`src/rtl/chess_pkg.sv`:
```
// Shared chess encodings for the move-generation datapath: colours, piece
// codes, move-word field positions, direction slot indices and the scan FSM
// state set.
package chess_pkg;

  localparam logic WHITE = 1'b1;
  localparam logic BLACK = 1'b0;

  localparam logic [4:0] PAWN   = 5'b00010;
  localparam logic [4:0] KNIGHT = 5'b00001;
  localparam logic [4:0] BISHOP = 5'b01000;
  localparam logic [4:0] ROOK   = 5'b10000;
  localparam logic [4:0] QUEEN  = 5'b11000;
  localparam logic [4:0] KING   = 5'b00100;

  localparam logic [31:0] EMPTY_MOVE = 32'h0000_0000;

  // Move word layout
  localparam int CAPT_MSB        = 29;
  localparam int CAPT_LSB        = 24;
  localparam int FINAL_MSB       = 21;
  localparam int FINAL_LSB       = 16;
  localparam int PIECE_MSB       = 13;
  localparam int PIECE_LSB       = 8;
  localparam int PIECE_COLOR_BIT = 13;
  localparam int INIT_MSB        = 5;
  localparam int INIT_LSB        = 0;

  // Direction slots within a square's 16-word move group
  localparam int NUM_SLOTS = 16;
  localparam int SLOT_U    = 0;
  localparam int SLOT_D    = 1;
  localparam int SLOT_L    = 2;
  localparam int SLOT_R    = 3;
  localparam int SLOT_UL   = 4;
  localparam int SLOT_UR   = 5;
  localparam int SLOT_DL   = 6;
  localparam int SLOT_DR   = 7;
  localparam int SLOT_UUL  = 8;
  localparam int SLOT_UUR  = 9;
  localparam int SLOT_LLU  = 10;
  localparam int SLOT_RRU  = 11;
  localparam int SLOT_DDL  = 12;
  localparam int SLOT_DDR  = 13;
  localparam int SLOT_LLD  = 14;
  localparam int SLOT_RRD  = 15;

  typedef enum logic [2:0] {
    ST_IDLE,
    ST_SETTLE,
    ST_LOAD,
    ST_EMIT,
    ST_NEXT,
    ST_DONE
  } scan_state_e;

  // A move is worth emitting when it is present and moves a piece of our colour.
  function automatic logic move_belongs(input logic [31:0] word, input logic color);
    return (word != EMPTY_MOVE) && (word[PIECE_COLOR_BIT] == color);
  endfunction

endpackage

```
`src/rtl/move_slot_picker.sv`:
```
// Lowest-set-bit priority encoder over a square's 16 pending move slots.
module move_slot_picker (
  input  logic [15:0] pending_i,
  output logic [3:0]  index_o,
  output logic        any_o
);

  // Scan from the top down so the lowest pending slot wins.
  always_comb begin
    index_o = 4'd0;
    for (int k = 15; k >= 0; k--) begin
      if (pending_i[k]) index_o = 4'(k);
    end
    any_o = |pending_i;
  end

endmodule

```
`src/rtl/move_scan_sequencer.sv`:
```
// Walks every square of the array after a settle period, snapshots each
// square's 16 move words and streams the side-to-move's moves downstream
// over a valid/ready handshake.
module move_scan_sequencer
  import chess_pkg::*;
#(
  parameter int SETTLE_CYCLES = 16,
  parameter int NUM_SQUARES   = 64
) (
  input  logic         clk,
  input  logic         clear,
  input  logic         start,
  input  logic         engineColor,
  output logic         array_enable,
  output logic [5:0]   square_sel,
  input  logic [511:0] move_bus,
  output logic [31:0]  move_out,
  output logic         move_valid,
  input  logic         move_ready,
  output logic [10:0]  move_count,
  output logic         busy,
  output logic         done
);

  localparam int SW = (SETTLE_CYCLES > 1) ? $clog2(SETTLE_CYCLES) : 1;
  localparam logic [SW-1:0] SETTLE_LAST = SW'(SETTLE_CYCLES - 1);
  localparam logic [5:0]    SQ_LAST     = 6'(NUM_SQUARES - 1);

  scan_state_e   state_q;
  logic          color_q;
  logic [SW-1:0] settle_q;
  logic [5:0]    sel_q;
  logic [15:0]   pending_q;
  logic [3:0]    slot_q;
  logic [31:0]   snap_q [NUM_SLOTS];
  logic [31:0]   move_out_q;
  logic          valid_q;
  logic [10:0]   count_q;
  logic          busy_q;
  logic          enable_q;
  logic          done_q;

  logic [31:0]   bus_word [NUM_SLOTS];
  logic [15:0]   load_pending_d;
  logic [15:0]   pending_d;
  logic [15:0]   pick_in;
  logic [3:0]    pick_idx;
  logic          pick_any;
  logic          handshake;

  // Split the bus into slot words and qualify each against the latched colour.
  for (genvar gi = 0; gi < NUM_SLOTS; gi++) begin : g_slot
    assign bus_word[gi]       = move_bus[32*gi +: 32];
    assign load_pending_d[gi] = move_belongs(bus_word[gi], color_q);
  end

  // Pending set once the slot currently on the output has been taken.
  assign pending_d = pending_q & ~(16'd1 << slot_q);
  assign handshake = valid_q & move_ready;
  assign pick_in   = (state_q == ST_LOAD) ? load_pending_d : pending_d;

  move_slot_picker u_picker (
    .pending_i (pick_in),
    .index_o   (pick_idx),
    .any_o     (pick_any)
  );

  // Scan FSM with all outputs registered alongside the state.
  always_ff @(posedge clk) begin
    if (clear) begin
      state_q    <= ST_IDLE;
      color_q    <= 1'b0;
      settle_q   <= '0;
      sel_q      <= '0;
      pending_q  <= '0;
      slot_q     <= '0;
      move_out_q <= '0;
      valid_q    <= 1'b0;
      count_q    <= '0;
      busy_q     <= 1'b0;
      enable_q   <= 1'b0;
      done_q     <= 1'b0;
      for (int k = 0; k < NUM_SLOTS; k++) snap_q[k] <= '0;
    end else begin
      done_q <= 1'b0;
      case (state_q)
        ST_IDLE: begin
          if (start) begin
            color_q  <= engineColor;
            count_q  <= '0;
            settle_q <= '0;
            sel_q    <= '0;
            busy_q   <= 1'b1;
            enable_q <= 1'b1;
            state_q  <= ST_SETTLE;
          end
        end
        ST_SETTLE: begin
          if (settle_q == SETTLE_LAST) begin
            sel_q   <= '0;
            state_q <= ST_LOAD;
          end else begin
            settle_q <= settle_q + 1'b1;
          end
        end
        ST_LOAD: begin
          for (int k = 0; k < NUM_SLOTS; k++) snap_q[k] <= bus_word[k];
          pending_q  <= load_pending_d;
          slot_q     <= pick_idx;
          // The snapshot is not written yet, so the first word comes from the bus.
          move_out_q <= pick_any ? bus_word[pick_idx] : '0;
          valid_q    <= pick_any;
          state_q    <= pick_any ? ST_EMIT : ST_NEXT;
        end
        ST_EMIT: begin
          if (handshake) begin
            count_q   <= count_q + 1'b1;
            pending_q <= pending_d;
            if (pick_any) begin
              slot_q     <= pick_idx;
              move_out_q <= snap_q[pick_idx];
            end else begin
              valid_q    <= 1'b0;
              move_out_q <= '0;
              state_q    <= ST_NEXT;
            end
          end
        end
        ST_NEXT: begin
          if (sel_q == SQ_LAST) begin
            enable_q <= 1'b0;
            done_q   <= 1'b1;
            state_q  <= ST_DONE;
          end else begin
            sel_q   <= sel_q + 1'b1;
            state_q <= ST_LOAD;
          end
        end
        ST_DONE: begin
          busy_q  <= 1'b0;
          state_q <= ST_IDLE;
        end
        default: state_q <= ST_IDLE;
      endcase
    end
  end

  assign array_enable = enable_q;
  assign square_sel   = sel_q;
  assign move_out     = move_out_q;
  assign move_valid   = valid_q;
  assign move_count   = count_q;
  assign busy         = busy_q;
  assign done         = done_q;

endmodule

```
`config.mk`:
```
export PLATFORM = sky130hd
export DESIGN_NAME = move_scan_sequencer
export DESIGN_NICKNAME = d
export VERILOG_FILES = /design/src/rtl/chess_pkg.sv /design/src/rtl/move_slot_picker.sv /design/src/rtl/move_scan_sequencer.sv
export SDC_FILE = /design/constraint.sdc
export NUM_CORES = 1
export LEC_CHECK = 0
export BUFFER_PORTS_ARGS = -buffer_cell sky130_fd_sc_hd__buf_2
export CELL_PAD_IN_SITES_DETAIL_PLACEMENT = 0
export CELL_PAD_IN_SITES_GLOBAL_PLACEMENT = 1
export CORE_AREA = 2 2 262 264
export CTS_CLUSTER_SIZE = 10
export DETAILED_ROUTE_END_ITERATION = 6
export DIE_AREA = 0 0 264 266
export MAX_ROUTING_LAYER = met4
export PLACE_DENSITY = 0.93
export SETUP_SLACK_MARGIN = 0.15
export SLEW_MARGIN = 10
export SYNTH_ARGS = -nofsm -noshare
export SYNTH_HDL_FRONTEND = slang
export SYNTH_SLANG_ARGS = --single-unit
```
`constraint.sdc`:
```
create_clock -name clk -period 26.8 [get_ports clk]
set_clock_uncertainty 0.2 [all_clocks]
set_input_delay 8.04 -clock clk [delete_from_list [all_inputs] [get_ports clk]]
set_output_delay 8.04 -clock clk [all_outputs]
set_load 0.02 [all_outputs]
```
==> reports/results.ini <==
[timing]
maxSlewHeadroom_pct=17.37
worst-slew-pin-transition_ns=1.239
rsz0062_at_grt=no
period_needed_ns=13.65
maxClockFrequency_mhz=73.25
final-setup-viol-count=0
worst_slack_ns=13.15
layout_worst_path_cycle_share_pct=50.94
final-hold-violation-count=0
timing.setup.tns_ns=0
slew_violations=0

[clocking]
cts.clk_slew.worst_paths_ns=0.06
clk_root_buffer_cell=clkbuf_16
cts_hold_buf=0
post_cts_buffers=0
clk_path_buf_depth=3
htreeDepth=3
worst_skew_pair.late_latency_ns=0.63
post_cts_resized=0
sinks_on_the_clock_net=593
tritoncts=built
cts_buffers=71

[cells_and_area]
final_core_utilization_pct=55.44
final.fill_count=5869
layout.cells.non_filler=4264
num-nets-final=3797
final_layout_size_suffix_gt1_share_pct=21.50
flow.area_growth_from_synthesis_pct=17.17
finish.instance_area_sq_mm=0.03756

[placement]
place_congestion=1.050
port_buffers=569
detailedPlace.worstSlack_ns=12.74
hpwlAfterDp_mm=86.71
place_area_sq_mm=0.03535
place_inst=4086

[routing]
detailroute.via_count=26410
detailedRoute.firstIterationViolations=4035
drt_wl_total_mm=118.2
first_pass_iters=6
wl_cell_um=27.73
detail-route-antenna-nets=0
detail_route.vias_per_cell=6.193
drc_errors=0

[synthesis]
yosys.cell_count.top_type=edfxtp_1
syn-instance-count=2796
synth-adder-area-share_pct=0.1171
synth_top_area_share_pct=47.97
postSynth.topFlopCell=edfxtp_1
proportion_of_synthesized_area_in_mux_cells_pct=16.11
synth.yosys.seq_area_share_pct=53.03
netlist_area_sq_mm=0.03205
post_synth_and_or_nand_nor_area_fraction_pct=19.37
synthesis.area_per_instance_sq_um=11.46
synth_top_family_by_area=simple AND/OR/NAND/NOR gates
synth_cell_types=58
compound_cell_area_share_of_the_yosys_netlist_pct=7.190
synth.ff_latch_count=593
share_of_async_settable_or_async_resettable_flops_after_synthesis_pct=0
synth_commonest_cells=edfxtp_1, mux2i_1, and2_1, o22ai_1, nor2b_1
net_count_after_synthesis=3316
yosys.area.top_type=edfxtp_1
yosysWarnings=0
synth_xor_xnor_area_share_pct=0.8197
synth_area_leaders=edfxtp_1, mux2i_1, and2_1
synth_enable_flop_cells=512

[grt]
first_pass_grt_wire_length_mm=166.9
global_route_total_overflow=0
vias_in_the_first_global_route=24790
number_of_antenna_violations_at_the_first_check_in_global_routing=42
groute.usage.overall_pct=33.34
grt_start_max_net_pins=114

[worst_setup_path]
kind_of_capture_point_of_the_worst_setup_path=flip-flop
worstPathCellList=buf_2 -> nor4_1 -> nand4_1 -> nor2_1 -> o22ai_1 -> or4_1 -> a221o_1 -> nand2_4 -> buf_12 -> buf_4 -> mux2i_1 -> o22ai_1 -> nor4_1 -> a311oi_1
timing.critical_path.max_delay_family=simple AND/OR/NAND/NOR gates
crit_path_start_kind=primary input
crit_type=in2reg
cp_slowest_cell=buf_4
path_max_fanout=113
critPathBufInv=3
worst-endpoint-arrival_ns=13.92
worst_ep_required_time_ns=27.06
critical_path.max_stage_delay_ns=0.91

[pwr]
leakagePower_nw=14.94
power_per_cell_area_mw_per_mm2=137.1
vdd_drop_max_v=0.0002393

[die]
rows=96
initial_utilization_pct=47.31
ios=570
die-width_um=264
die_area_sq_mm=0.07022
floorplan.die.height_um=266
core_area_sq_mm=0.06775

[min_path]
hold_path_class=reg2reg

[status]
run_status=completed

[run]
max_cap_violations=0

==> through the flow <==
| stage | power, W | hold WS, ns |
|---|---|---|
| final | 0.005147 | 0.2898 |
| after global routing | 0.005341 | 0.3103 |
| after CTS | 0.005083 | 0.2925 |
| after detailed placement | 0.004187 | 0.2834 |
| after global placement | 0.004166 | 0.2636 |
| after floorplan | 0.003616 | 0.2714 |
==> sequential cells by signal (all words and copies together), names as in the netlist <==
register      count
snap_q          512
move_out         32
pending_q        16
move_count       11
square_sel        6
settle_q          4
slot_q            4
state_q           3
array_enable      1
busy              1
color_q           1
done              1
move_valid        1
==> metal layers <==
metal	vias up	GRT usage [%]	part of all wire [%]
met1	12830	44.53	40
met3	289	7.856	11
li1	11630	-	-
met4	0	15.08	4.5
met5	-	-	0
met2	1658	48.29	44
==> cell families after synthesis <==
| family | Yosys count |
|---|---|
| XOR/XNOR | 30 |
| buffers and inverters | 211 |
| adder cells (fa/ha/maj) | 3 |
| AND/OR/NAND/NOR | 1093 |
| multiplexers | 512 |
| AO/OA/AOI/OAI | 354 |
| flip-flops | 593 |
==> cell type report <==
| class | instances | area (sq um) | share of cell area, % |
|---|---|---|---|
| flip-flops and latches | 593 | 17000 | 45.25 |
| diodes | 47 | 117.6 | 0.3132 |
| well taps | 882 | 1104 | 2.938 |
| clock buffers | 120 | 1981 | 5.274 |
| clock inverters | 11 | 110.1 | 0.2932 |
| multi-input cells | 1992 | 14020 | 37.34 |
| repair buffers | 611 | 3197 | 8.512 |
| inverters | 8 | 30.03 | 0.07995 |
==> path summary, 6_finish.rpt <==
path                                       to          start  slack, ns  cells past startpoint
worst max-delay path             move_out[17]  move_bus[185]      13.15                     14
worst min-delay path            pending_q[15]  pending_q[15]       0.29                      2
worst max register to register   move_out[17]     state_q[1]      20.75                     12
worst min register to register  pending_q[15]  pending_q[15]       0.29                      2
==> worst min-delay path: stages (launching register included) <==
cell and delay (ns):
dfxtp_1 0.30, nor2_1 0.09, nor3_1 0.05
==> report_power, final <==
part	switching [W]	total, W	internal [W]
clock network	0.000390	0.000895	0.000505
registers	0.0000729	0.00130	0.00123
logic	0.00179	0.00295	0.00117
==> layout by cell type, fill, tap and decap left out, types with 81 or more instances in the layout <==
cell      instances
nor4_1          193
and2_1          321
edfxtp_1        512
o22ai_1         244
mux2i_1         509
nor2b_1         195
buf_2           568
dfxtp_1          81
nor2_1          124
nand2_1         117
(Power assumes the default switching activity.)
